==> src/rtl/ad80305_cfg_seq.sv <==
// ---------------------------------------------------------------------------
// ad80305_cfg_seq
//
// Power-up configuration sequencer for the two AD80305 chips. Walks a
// register-init table held in an external ROM and issues one SPI write, or a
// write followed by a readback-verify, per entry through the single-register
// request port of the AD80305 SPI driver. Also supports timed delay entries
// and an end-of-table marker. Each run ends with a done or error status.
//
// Table entry layout: {cmd[21:20], chip[19:18], addr[17:8], data[7:0]}
//   cmd 00 write, 01 write + readback-verify, 10 delay data*1024, 11 end.
//
// Ports
//   i_fpga_clk_125p   125 MHz clock
//   i_fpga_rst_125p   asynchronous active-low reset
//   i_start           rising edge starts a run (ignored while o_busy)
//   o_tbl_addr        ROM index; i_tbl_data valid one cycle later
//   i_tbl_data        table entry
//   o_rd_en/o_wr_en   request levels to the SPI driver (edge triggered there)
//   o_mod_sel         constant 000, single-register mode
//   o_chip_sel        00 chip0, 01 chip1, 11 none (reset)
//   o_addr/o_data     register address / write data, sampled live by driver
//   i_rw_result       driver status: 1 idle, 0 transaction in progress
//   i_rw_data         readback byte, valid once i_rw_result returns to 1
//   o_busy            run in progress
//   o_done/o_error    sticky status of the last run
//   o_err_code        01 start timeout, 10 done timeout, 11 verify mismatch
//   o_err_idx         index of the failing entry
// ---------------------------------------------------------------------------
module ad80305_cfg_seq #(
  parameter int TABLE_DEPTH = 64,
  parameter int ADDR_W      = 6,
  parameter int MAX_RETRY   = 3,
  parameter int START_TO    = 32,
  parameter int DONE_TO     = 8191
) (
  input  logic              i_fpga_clk_125p,
  input  logic              i_fpga_rst_125p,
  input  logic              i_start,
  output logic [ADDR_W-1:0] o_tbl_addr,
  input  logic [21:0]       i_tbl_data,
  output logic              o_rd_en,
  output logic              o_wr_en,
  output logic [2:0]        o_mod_sel,
  output logic [1:0]        o_chip_sel,
  output logic [9:0]        o_addr,
  output logic [7:0]        o_data,
  input  logic [7:0]        i_rw_result,
  input  logic [7:0]        i_rw_data,
  output logic              o_busy,
  output logic              o_done,
  output logic              o_error,
  output logic [1:0]        o_err_code,
  output logic [ADDR_W-1:0] o_err_idx
);

  typedef enum logic [3:0] {
    S_IDLE, S_FETCH, S_DECODE, S_ISSUE, S_WAIT_START, S_WAIT_DONE,
    S_GAP, S_CHECK, S_DELAY, S_FINISH, S_ERR
  } state_t;

  typedef enum logic [1:0] {
    CMD_WR        = 2'b00,
    CMD_WR_VERIFY = 2'b01,
    CMD_DELAY     = 2'b10,
    CMD_END       = 2'b11
  } cmd_t;

  localparam int RETRY_W = (MAX_RETRY < 1) ? 1 : $clog2(MAX_RETRY + 1);

  localparam logic [1:0]         ERR_START  = 2'b01;
  localparam logic [1:0]         ERR_DONE   = 2'b10;
  localparam logic [1:0]         ERR_VERIFY = 2'b11;
  localparam logic [12:0]        START_LAST = 13'(START_TO - 1);
  localparam logic [12:0]        DONE_LAST  = 13'(DONE_TO - 1);
  // The enables stay low for this many + 1 cycles between requests.
  localparam logic [12:0]        GAP_LAST   = 13'd3;
  localparam logic [ADDR_W-1:0]  LAST_IDX   = ADDR_W'(TABLE_DEPTH - 1);
  localparam logic [RETRY_W-1:0] RETRY_MAX  = RETRY_W'(MAX_RETRY);

  state_t              state, state_nxt;
  cmd_t                cmd;
  cmd_t                entry_cmd;
  logic [ADDR_W-1:0]   idx;
  logic [12:0]         to_cnt;    // shared by both timeouts and the gap
  logic [17:0]         dly_cnt;
  logic [RETRY_W-1:0]  retry;
  logic                rd_phase;  // 1 while issuing the readback of cmd 01
  logic                start_d1, start_d2;
  logic                start_edge;
  logic                last_entry;

  assign entry_cmd  = cmd_t'(i_tbl_data[21:20]);
  assign start_edge = start_d1 & ~start_d2;
  assign last_entry = (idx == LAST_IDX);
  assign o_tbl_addr = idx;
  assign o_mod_sel  = 3'b000;

  // NOTE: every variable written here gets a default first, so no path can
  // leave it unassigned and infer a latch.
  always_comb begin
    state_nxt = state;
    unique case (state)
      S_IDLE:   if (start_edge) state_nxt = S_FETCH;
      S_FETCH:  state_nxt = S_DECODE;
      S_DECODE: begin
        unique case (entry_cmd)
          CMD_WR, CMD_WR_VERIFY: state_nxt = S_ISSUE;
          CMD_DELAY:             state_nxt = S_DELAY;
          default:               state_nxt = S_FINISH;
        endcase
      end
      S_ISSUE:  state_nxt = S_WAIT_START;
      S_WAIT_START: begin
        if (i_rw_result == 8'd0)       state_nxt = S_WAIT_DONE;
        else if (to_cnt == START_LAST) state_nxt = S_ERR;
      end
      S_WAIT_DONE: begin
        if (i_rw_result == 8'd1)      state_nxt = S_GAP;
        else if (to_cnt == DONE_LAST) state_nxt = S_ERR;
      end
      S_GAP: begin
        if (to_cnt == GAP_LAST) begin
          if (cmd == CMD_WR_VERIFY) state_nxt = rd_phase ? S_CHECK : S_ISSUE;
          else                      state_nxt = last_entry ? S_FINISH : S_FETCH;
        end
      end
      S_CHECK: begin
        if (i_rw_data == o_data) state_nxt = last_entry ? S_FINISH : S_FETCH;
        else if (retry < RETRY_MAX) state_nxt = S_ISSUE;
        else                        state_nxt = S_ERR;
      end
      S_DELAY:  if (dly_cnt == 18'd0) state_nxt = last_entry ? S_FINISH : S_FETCH;
      S_FINISH: state_nxt = S_IDLE;
      S_ERR:    state_nxt = S_IDLE;
      default:  state_nxt = S_IDLE;
    endcase
  end

  // NOTE: sequential state uses non-blocking assignments only, so every
  // register samples the pre-edge value of every other register.
  always_ff @(posedge i_fpga_clk_125p or negedge i_fpga_rst_125p) begin
    if (!i_fpga_rst_125p) begin
      state      <= S_IDLE;
      cmd        <= CMD_WR;
      idx        <= '0;
      to_cnt     <= '0;
      dly_cnt    <= '0;
      retry      <= '0;
      rd_phase   <= 1'b0;
      start_d1   <= 1'b0;
      start_d2   <= 1'b0;
      o_rd_en    <= 1'b0;
      o_wr_en    <= 1'b0;
      o_chip_sel <= 2'b11;
      o_addr     <= '0;
      o_data     <= '0;
      o_busy     <= 1'b0;
      o_done     <= 1'b0;
      o_error    <= 1'b0;
      o_err_code <= 2'b00;
      o_err_idx  <= '0;
    end else begin
      state    <= state_nxt;
      start_d1 <= i_start;
      start_d2 <= start_d1;

      // Every wait state starts counting from zero on entry.
      if (state_nxt != state) to_cnt <= '0;
      else if (state inside {S_WAIT_START, S_WAIT_DONE, S_GAP}) to_cnt <= to_cnt + 1'b1;

      // The request level is high exactly while waiting for the driver to
      // report busy; the phase picks which enable.
      o_wr_en <= (state_nxt == S_WAIT_START) && !rd_phase;
      o_rd_en <= (state_nxt == S_WAIT_START) &&  rd_phase;

      if (state == S_IDLE && state_nxt == S_FETCH) begin
        idx        <= '0;
        o_busy     <= 1'b1;
        o_done     <= 1'b0;
        o_error    <= 1'b0;
        o_err_code <= 2'b00;
        o_err_idx  <= '0;
      end else if (state_nxt == S_FETCH) begin
        idx <= idx + 1'b1;
      end

      if (state == S_DECODE) begin
        cmd      <= entry_cmd;
        retry    <= '0;
        rd_phase <= 1'b0;
        if (entry_cmd == CMD_WR || entry_cmd == CMD_WR_VERIFY) begin
          o_chip_sel <= i_tbl_data[19:18];
          o_addr     <= i_tbl_data[17:8];
          o_data     <= i_tbl_data[7:0];
        end
        if (entry_cmd == CMD_DELAY) dly_cnt <= {i_tbl_data[7:0], 10'd0};
      end

      if (state == S_DELAY && dly_cnt != 18'd0) dly_cnt <= dly_cnt - 1'b1;

      if (state == S_GAP && state_nxt == S_ISSUE) rd_phase <= 1'b1;

      if (state == S_CHECK && state_nxt == S_ISSUE) begin
        rd_phase <= 1'b0;
        retry    <= retry + 1'b1;
      end

      if (state_nxt == S_ERR) begin
        unique case (state)
          S_WAIT_START: o_err_code <= ERR_START;
          S_WAIT_DONE:  o_err_code <= ERR_DONE;
          default:      o_err_code <= ERR_VERIFY;
        endcase
      end

      if (state == S_FINISH) begin
        o_busy <= 1'b0;
        o_done <= 1'b1;
      end

      if (state == S_ERR) begin
        o_busy    <= 1'b0;
        o_error   <= 1'b1;
        o_err_idx <= idx;
      end
    end
  end

endmodule

==> config.mk <==
export PLATFORM = sky130hd
export DESIGN_NAME = ad80305_cfg_seq
export DESIGN_NICKNAME = d
export VERILOG_FILES = /design/src/rtl/ad80305_cfg_seq.sv
export SDC_FILE = /design/constraint.sdc
export NUM_CORES = 1
export LEC_CHECK = 0
export CAP_MARGIN = 15
export CORE_MARGIN = 2
export CORE_UTILIZATION = 30
export DETAILED_ROUTE_END_ITERATION = 10
export SLEW_MARGIN = 20
export SYNTH_ARGS = -nofsm -noshare
export SYNTH_HDL_FRONTEND = slang
export SYNTH_SLANG_ARGS = --single-unit
==> constraint.sdc <==
create_clock -name i_fpga_clk_125p -period 2.69 [get_ports i_fpga_clk_125p]
set_clock_uncertainty 0.15 [all_clocks]
set_input_delay 0.6725 -clock i_fpga_clk_125p [delete_from_list [all_inputs] [get_ports i_fpga_clk_125p]]
set_output_delay 0.6725 -clock i_fpga_clk_125p [all_outputs]
set_load 0.01 [all_outputs]
After elaboration in Yosys (flattened, before gate mapping) --
Index checks and enable logic that the tools add are counted.
Storage, ports and cells: flip-flop bits (word level) 81, input bits 41, output and inout port bits 42
Cells by class: $add $sub $neg 4, magnitude comparators 1, equality and inequality tests 24, muxes and demuxes 37, bitwise logic cells 2, reduce and logical (&&, ||, !) cells 27
Operator list (count):
- two-way mux 18 bit | 3
- two-way mux 4 bit | 11
- one-hot mux 4 bit (9 select lines) | 1
- two-way mux 13 bit | 2
- two-way mux 6 bit | 4
- equality test 4 x 3 -> 1 bit, second input constant | 5
- zero test 18 bit | 1
- nonzero test 18 bit | 1
- subtractor 18 x 1 -> 18 bit, second input constant | 1
- equality test 4 bit, second input constant | 4
- nonzero test 2 bit | 8
- adder 13 x 1 -> 13 bit, second input constant | 1
- equality test 13 bit, second input constant | 1
- equality test 13 x 2 -> 1 bit, second input constant | 1
- equality test 13 x 5 -> 1 bit, second input constant | 1
- equality test 4 x 2 -> 1 bit, second input constant | 3
- two-way mux 1 bit | 9
- nonzero test 3 bit | 3
- equality test 4 x 1 -> 1 bit, second input constant | 2
- equality test 8 x 1 -> 1 bit, second input constant | 1
- equality test 8 bit | 1
- zero test 8 bit | 1
- two-way mux 2 bit | 4
- one-hot mux 4 bit (2 select lines) | 1
- 18 further kinds | 25

Depth between registers and ports, before layout --
Gate-level depths: netlist of run 1.
depth after elaboration 10, gate-level depth with buffers 11, depth with buffers taken out 10

Worst setup path after synthesis of run 1 --
No wires, ideal clock.
path type input -> register, from in i_rw_result[3], to reg to_cnt[10], library setup time 121 ps, data arrival time 2762 ps, data required time 2419 ps, slack -343 ps, cell stages on the path 8, cell sequence nor4_1 a31oi_1 a2111o_1 a211oi_1 a21boi_0 o211ai_1 buf_2 nor2_1
On the way: cells in the longest elaborated chain, start to end 5, elaborated cells on any way between the ends 8, classes of those cells eq/ne (2); mux (4); reduce/logical (2)
Ends and longest elaborated chain:
- start, declared | line 48 | input logic [7:0] i_rw_result,
- equality test 8 x 1 -> 1 bit / zero test 8 bit (equally long branches) | line 119, 115
- two-way mux 4 bit (on tied branches) | line 119, 115
- one-hot mux 4 bit (9 select lines) * | line 103 | unique case (state)
- inequality test 4 bit * | line 169 | if (state_nxt != state) to_cnt <= '0;
- two-way mux 13 bit / nonzero test 2 bit (equally long branches)
- end signal, assigned | line 170 | else if (state inside {S_WAIT_START, S_WAIT_DONE, S_GAP}) to_cnt <= to_cnt + 1'b1;
- end, declared | line 85 | logic [12:0] to_cnt;
Mark *: on every way between the ends. The rest lies on a longest branch, timed or not. A chain may end at the register's enable or synchronous reset.

Worst setup path after layout of run 1 --
from in i_tbl_data[21], to reg to_cnt[12]
On the way: cells in the longest elaborated chain, start to end 6, elaborated cells on any way between the ends 9, classes of those cells eq/ne (3); mux (3); reduce/logical (3)
Ends and longest elaborated chain:
- start, declared | line 41 | input logic [21:0] i_tbl_data,
- equality test 2 x 1 -> 1 bit / zero test 2 bit (equally long branches) | line 107 | unique case (entry_cmd)
- OR reduction 2 bit | line 107
- one-hot mux 4 bit (2 select lines) * | line 107
- one-hot mux 4 bit (9 select lines) * | line 103
- inequality test 4 bit * | line 169
- two-way mux 13 bit / nonzero test 2 bit (equally long branches)
Marked as above.

==> results of run 1 <==
## worst max-delay path: stages
cell,delay (ps)
clkdlybuf4s50_1,470
nor2b_1,280
nor2_4,60
a2111o_1,390
buf_6,140
a211oi_4,160
a21boi_1,100
o211ai_1,260
buf_4,220
nor2_1,60
## per-stage QoR
stage	hold WS, ps	util [%]	instance area (µm²)	power (mW)
2_1_floorplan	218	-	4220	3.27
3_3_place_gp	245	41.9	5740	4.57
3_5_place_dp	239	41.9	5740	4.65
4_1_cts	118	45.0	6180	6.14
5_1_grt	134	46.2	6340	6.75
6_report	112	46.2	6340	6.32
## layer usage
layer  routed length, µm  vias up  global-route usage (%)
li1                    -     1846                       -
met1                5010     1879                    20.3
met2                5790       82                    27.2
met3                 462       11                    3.93
met4                 110        0                    3.95
met5                   0        -                       0
## registers in the layout, indices dropped and copies added, names as in the netlist
signal / count
dly_cnt: 18
to_cnt: 13
o_addr: 10
o_data: 8
o_err_idx: 6
o_tbl_addr: 6
state: 4
cmd: 2
o_chip_sel: 2
o_err_code: 2
retry: 2
o_busy: 1
o_done: 1
o_error: 1
o_rd_en: 1
o_wr_en: 1
rd_phase: 1
start_d1: 1
start_d2: 1
## what timing repair did
item / 4_1_cts / 5_1_grt
resized for setup: 41 / 33
gates cloned: 1 / 0
setup buffers: 4 / 5
setup endpoints to repair: 25 / 26
pin swaps: 21 / 8
## worst max path at each step
stage / cells past startpoint / slack (ps) / startpoint / end
2_1_floorplan: 9 / -160 / dly_cnt[8] / o_tbl_addr[2]
3_5_place_dp: 9 / -660 / i_rw_result[3] / to_cnt[1]
4_1_cts: 11 / -120 / to_cnt[0] / to_cnt[12]
5_1_grt: 8 / -190 / dly_cnt[8] / o_tbl_addr[2]
3_3_place_gp: 9 / -580 / i_rw_result[3] / to_cnt[1]
6_report: 10 / -50 / i_tbl_data[21] / to_cnt[12]
## cells by family after synthesis
logic type,share of synthesized area (%)
multiplexers,6.64
XOR/XNOR,4.84
AND/OR/NAND/NOR,23.1
AO/OA/AOI/OAI,12.0
adder cells (fa/ha/maj),1.50
buffers and inverters,3.12
flip-flops,48.7
other,0.0900
## report_power, final
part	switching (mW)	internal, mW	leakage [nW]	total [mW]
combinational	1.41	1.64	1.49	3.05
clock	0.507	0.776	0.157	1.28
sequential	0.345	1.65	1.03	2.00
## final cells by class
type                       count  area [µm²]  area share (%)
sequential                    81        2030            32.0
inverter                      10        37.5           0.592
multi-input combinational    310        2240            35.4
tap                          180         225            3.55
clock buffer                  11         253            3.99
timing repair buffer         168        1490            23.5
clock inverter                 5        61.3           0.967
## cell usage in the layout, fill, tap and decap left out, types with 4 or more instances in the layout
| cell | synthesis | layout |
|---|---|---|
| buf_4 | 3 | 82 |
| dfrtp_1 | 79 | 78 |
| clkdlybuf4s50_1 | 0 | 66 |
| nand2_1 | 49 | 48 |
| nor2_1 | 34 | 28 |
| mux2_2 | 21 | 20 |
| nand3_1 | 16 | 16 |
| o21ai_0 | 23 | 16 |
| xnor2_1 | 15 | 15 |
| nand4_1 | 13 | 13 |
| dlygate4sd2_1 | 0 | 12 |
| inv_1 | 10 | 10 |
| clkbuf_16 | 0 | 9 |
| nor4_1 | 11 | 8 |
| a21oi_1 | 11 | 8 |
| xor2_1 | 8 | 8 |
| nor3_1 | 10 | 6 |
| or4_4 | 0 | 6 |
| o21ai_1 | 1 | 6 |
| o211ai_1 | 6 | 6 |
| buf_6 | 0 | 6 |
| or3_1 | 6 | 5 |
| or4_1 | 11 | 5 |
| nor2_2 | 0 | 5 |
| a31oi_1 | 4 | 4 |
| mux2i_1 | 4 | 4 |
| ha_1 | 5 | 4 |
==> results.md, run 1 <==
* Status: finished, violations left
* Failing checks: setup timing
* Core box area at 13,700 µm²
* Die W at 122 µm
* Reg2Reg Setup Slack at -40 ps
* Share of cells above drive strength 1 at 30.1%
* Worst R2R End: o_tbl_addr[3]
* Worst-Skew Late Latency at 350 ps
* CP startpoint kind: primary input
* Placed cells at 739
* Final cell count without fillers at 765
* RSZ-0062 raised after global routing: true
* H-tree depth at 3
* Post-synth top area share at 47.5%
* Synth Flop Type: dfrtp_1
* # setup viols final at 16
* Power Dens Cells at 997 nW/µm²
* Max-cap viol count at 0
* Yosys warns at 0
* Crit Path Class: in -> reg
* Grt ovf at 0
* Clock Tree Root: clkbuf_16
* Maximum vdd ir drop at 0.471 mV
* Die area at 14,800 µm²
* Synth area leaders: dfrtp_1, mux2_2, nand2_1
* Final wirelength at 11,400 µm
* Clk pin slew, worst setup/hold paths at 60 ps
* Post-Syn Instances at 419
* Cts bufs inserted at 9
* Period utilization at 102%
* Drt wl/cell at 14.9 µm
* Async SR Flop Fraction at 100%
* Via count at 3,818
* Worst Path Required at 2770 ps
* Vias in the first global route at 3,963
* Layout fillers at 1,319
* First-pass GRT wire length at 18,900 µm
* GRT Total Usage at 15.9%
* Post-layout nets at 626
* Dpl hpwl at 8480 µm
* Top cells by count, synth: dfrtp_1, nand2_1, nor2_1
* First-pass DRT Iterations at 5
* Min Tclk post-route at 2740 ps
* Die Span Y at 122 µm
* EDFF count, synth at 0
* Placer Congestion at 0.930
* Seq/Total Area, Yosys at 48.7%
* Dpl ws at -662 ps
* Io pins at 83
* Largest net degree at the start of global routing at 51
* Static Leakage at 2.67 nW
* Routed vias/inst at 4.99
* Syn_area_per_cell at 9.94 µm²
* 1st-iter DRT viols at 149
* Sink Count at 81
* Yosys cell types at 57
* TritonCTS clock tree: done
* Antenna violations before repair at 0
* Top-count cell post-synth: dfrtp_1
* Fin worst setup slack at -50.7 ps
* Hold Buf Count CTS at 0
* IO buf count at 79
* Max Transition Viols Final at 0
* DRC errors left at 0
* Final hold violations at 0
* Diode count at 0
* Mapped Area at 4170 µm²
* Buffers from clock root to sink, at most at 2
* Seq cells post-synth at 81
* Worst R2R Start: state[3]
* FP Rows at 43
* Critical-path maximum fanout at 7
* Initial Util at 30.4%
* Cell taking the most area after synthesis: dfrtp_1
* Hold Crit Class: in -> async
* CP arrival at 2820 ps
* Worst Setup End Kind: register
* Peak Freq at 0.365 GHz
* Synthesis-to-layout area growth at 52.2%
* R2R depth at 8
* DRT antenna net count at 0
* Fin Setup TNS at -600 ps
(Power assumes the default switching activity.)
==> run 2: changes to the inputs <==
- PLACE_DENSITY: unset -> 0.62
==> results.md, run 2 (synthesis results as in run 1) <==
* Status: finished, violations left
* Failing checks: setup timing
* Flop pwr share at 31.5% (about the same)
* First-pass GRT wire length at 18,600 µm (-1.2%)
* Worst rel slew slack at 62.2%
* Grt ovf at 0 (unchanged)
* Slowest stage delay, CP at 540 ps (+70 ps)
* Met2 wire len at 5710 µm (-1.3%)
* Max reg flops at 18 (unchanged)
* H-tree depth at 3 (unchanged)
* Hold Buf Count CTS at 0 (unchanged)
* Static Leakage at 2.72 nW (+1.8%)
* Crit path buf inv count at 1 (-2)
* Worst Hold Slack at 145 ps (+33.5 ps)
* CP startpoint kind: register
* Min Tclk post-route at 2790 ps (+51.3 ps)
* Routed vias/inst at 4.97 (-0.47%)
* Placer Congestion at 0.924 (-0.65%)
* Worst slew pin tran at 563 ps
* Die area at 14,800 µm² (unchanged)
* Sink Count at 81 (unchanged)
* Slowest stage cell, crit path: or4_4
* Vias in the first global route at 3,923 (-1.0%)
* Antenna violations before repair at 0 (unchanged)
* Worst Path Required at 2820 ps (+50 ps)
* RSZ-0062 raised after global routing: true
* Critical path's most frequent cell: or4_4
* Crit Path Class: reg -> reg
* Multi-input gate area at 2300 µm² (+2.6%)
* Worst Setup End Kind: register
* Max Transition Viols Final at 0 (unchanged)
* R2R depth at 7 (-1)
* Top routing layer used: met4
* Clk pin slew, worst setup/hold paths at 60 ps (about the same)
* Critical-path maximum fanout at 7 (unchanged)
* Power share of the clock group at 21.1% (+0.8 points)
* Clock Tree Root: clkbuf_16
* First-pass DRT Iterations at 4 (-1)
* Final hold violations at 0 (unchanged)
* DRT antenna net count at 0 (unchanged)
* Regs by FF count: dly_cnt: 18 flops, to_cnt: 13 flops, o_addr: 10 flops
* M1 WL at 4980 µm (-0.78%)
* Switching fraction of total power at 35.8% (about the same)
* Largest register by flop count: dly_cnt
* Max-cap viol count at 0 (unchanged)
* Most frequent cells in the layout: buf_4, dfrtp_1, clkdlybuf4s50_1, nand2_1
* Via count at 3,790 (-0.73%)
* Maximum vdd ir drop at 0.479 mV (+1.7%)
* Io pins at 83 (unchanged)
* Cts bufs inserted at 9 (unchanged)
* Most common cell after layout, fill and taps aside: buf_4
* Period utilization at 104% (+1.9 points)
* Worst-Skew Late Latency at 350 ps (about the same)
* Comb pwr share at 47.4% (-0.8 points)
* Cell internal pwr at 4.11 mW (+1.2%)
* Post-layout nets at 624 (-0.32%)
* Buffers from clock root to sink, at most at 2 (unchanged)
* Largest net degree at the start of global routing at 44 (-14%)
* Die Span Y at 122 µm (unchanged)
* GRT Total Usage at 15.8% (-0.12 points)
* Die W at 122 µm (unchanged)
* Synthesis-to-layout area growth at 53.7%
* WP depth at 7 (-3)
* Wire length on met3 at 464 µm (+0.43%)
* Sw Pwr at 2.29 mW (+1.3%)
* FP Rows at 43 (unchanged)
* Dpl hpwl at 8230 µm (-3.0%)
* Initial Util at 30.4% (unchanged)
* TritonCTS clock tree: done
* CP arrival at 2920 ps (+100 ps)
* Final core occ at 46.7% (+0.45 points)
* Fin worst setup slack at -102 ps (-51.3 ps)
* CP Cell Sequence: or4_4, or4_4, o31ai_4, nand4_1, buf_6, or4_4, a21oi_2
* Peak Freq at 0.358 GHz (-1.8%)
* Core box area at 13,700 µm² (unchanged)
* 1st-iter DRT viols at 258 (+73%)
* # setup viols final at 18 (+2)
* Final wirelength at 11,300 µm (-0.60%)
* Register area at 2030 µm² (+0.12%)
* Drt wl/cell at 14.8 µm (-0.34%)
* Layout fillers at 1,299 (-1.5%)
* Kind of cell adding the most delay to the critical path: simple AND/OR/NAND/NOR gates
* Power Dens Cells at 1000 nW/µm² (+0.23%)
* Diode count at 0 (unchanged)
* Hold Crit Class: in -> async
* Fin Setup TNS at -1010 ps (-412 ps)
* Share of cells above drive strength 1 at 31.4% (+1.3 points)
* DRC errors left at 0 (unchanged)
* IO buf count at 79 (unchanged)
==> run 2: cell count changes in the layout (fill, tap and decap cells not counted), sizes merged <==
cell           change
inv                -2
dlymetal6s2s       +4
buf                -2
clkdlybuf4s15      +1
bufinv             +1
clkdlybuf4s50      -4
dlygate4sd2        -2
clkinv             +2
==> run 2: metrics by stage <==
step                instance area, µm²  power, mW  worst slack [ps]  std cells
floorplan                         4220       3.27              -163        421
CTS                               6240       6.26              -110        760
detailed placement                5720       4.62              -623        736
global route                      6400       6.81              -170        763
global placement                  5720       4.54              -576        736
finish                            6400       6.40              -102        763
==> run 2: worst paths after layout <==
| kind | startpoint | to | slack, ps |
|---|---|---|---|
| worst max-delay path | dly_cnt[8] | o_tbl_addr[4] | -100 |
| worst min-delay path | i_fpga_rst_125p | to_cnt[9] | 150 |
| worst max register to register | dly_cnt[8] | o_tbl_addr[4] | -100 |
| worst min register to register | start_d1 | start_d2 | 270 |
| max in group asynchronous | i_fpga_rst_125p | state[1] | 1640 |
| min in group i_fpga_clk_125p | start_d1 | start_d2 | 270 |
==> run 2: power groups by stage <==
stage               clock, mW  sequential [mW]  combinational [mW]
finish                   1.35             2.02                3.03
CTS                      1.38             2.02                2.87
floorplan                   0             2.07                1.20
global placement            0             1.99                2.56
detailed placement          0             2.01                2.60
global route             1.43             2.09                3.29
==> run 2: per-layer routing <==
metal | global-route usage, % | vias to the layer above
met5 | 0 | -
met2 | 26.0 | 76
li1 | - | 1852
met3 | 4.12 | 13
met1 | 19.4 | 1849
met4 | 7.26 | 0
==> run 2: area by class of cell <==
class                   instances  area share (%)
multi-input cells             310            36.0
flip-flops and latches         81            31.8
repair buffers                166            23.0
clock buffers                  10            3.73
well taps                     180            3.52
clock inverters                 6            1.43
inverters                      10           0.586
==> run 2: timing repair <==
item | 4_1_cts | 5_1_grt
resized for setup | 48 | 44
pin swaps | 28 | 27
buffers inserted | 7 | 3
gates cloned | 1 | 0
endpoints found under the hold margin | 0 | 0
setup endpoints to repair | 26 | 29
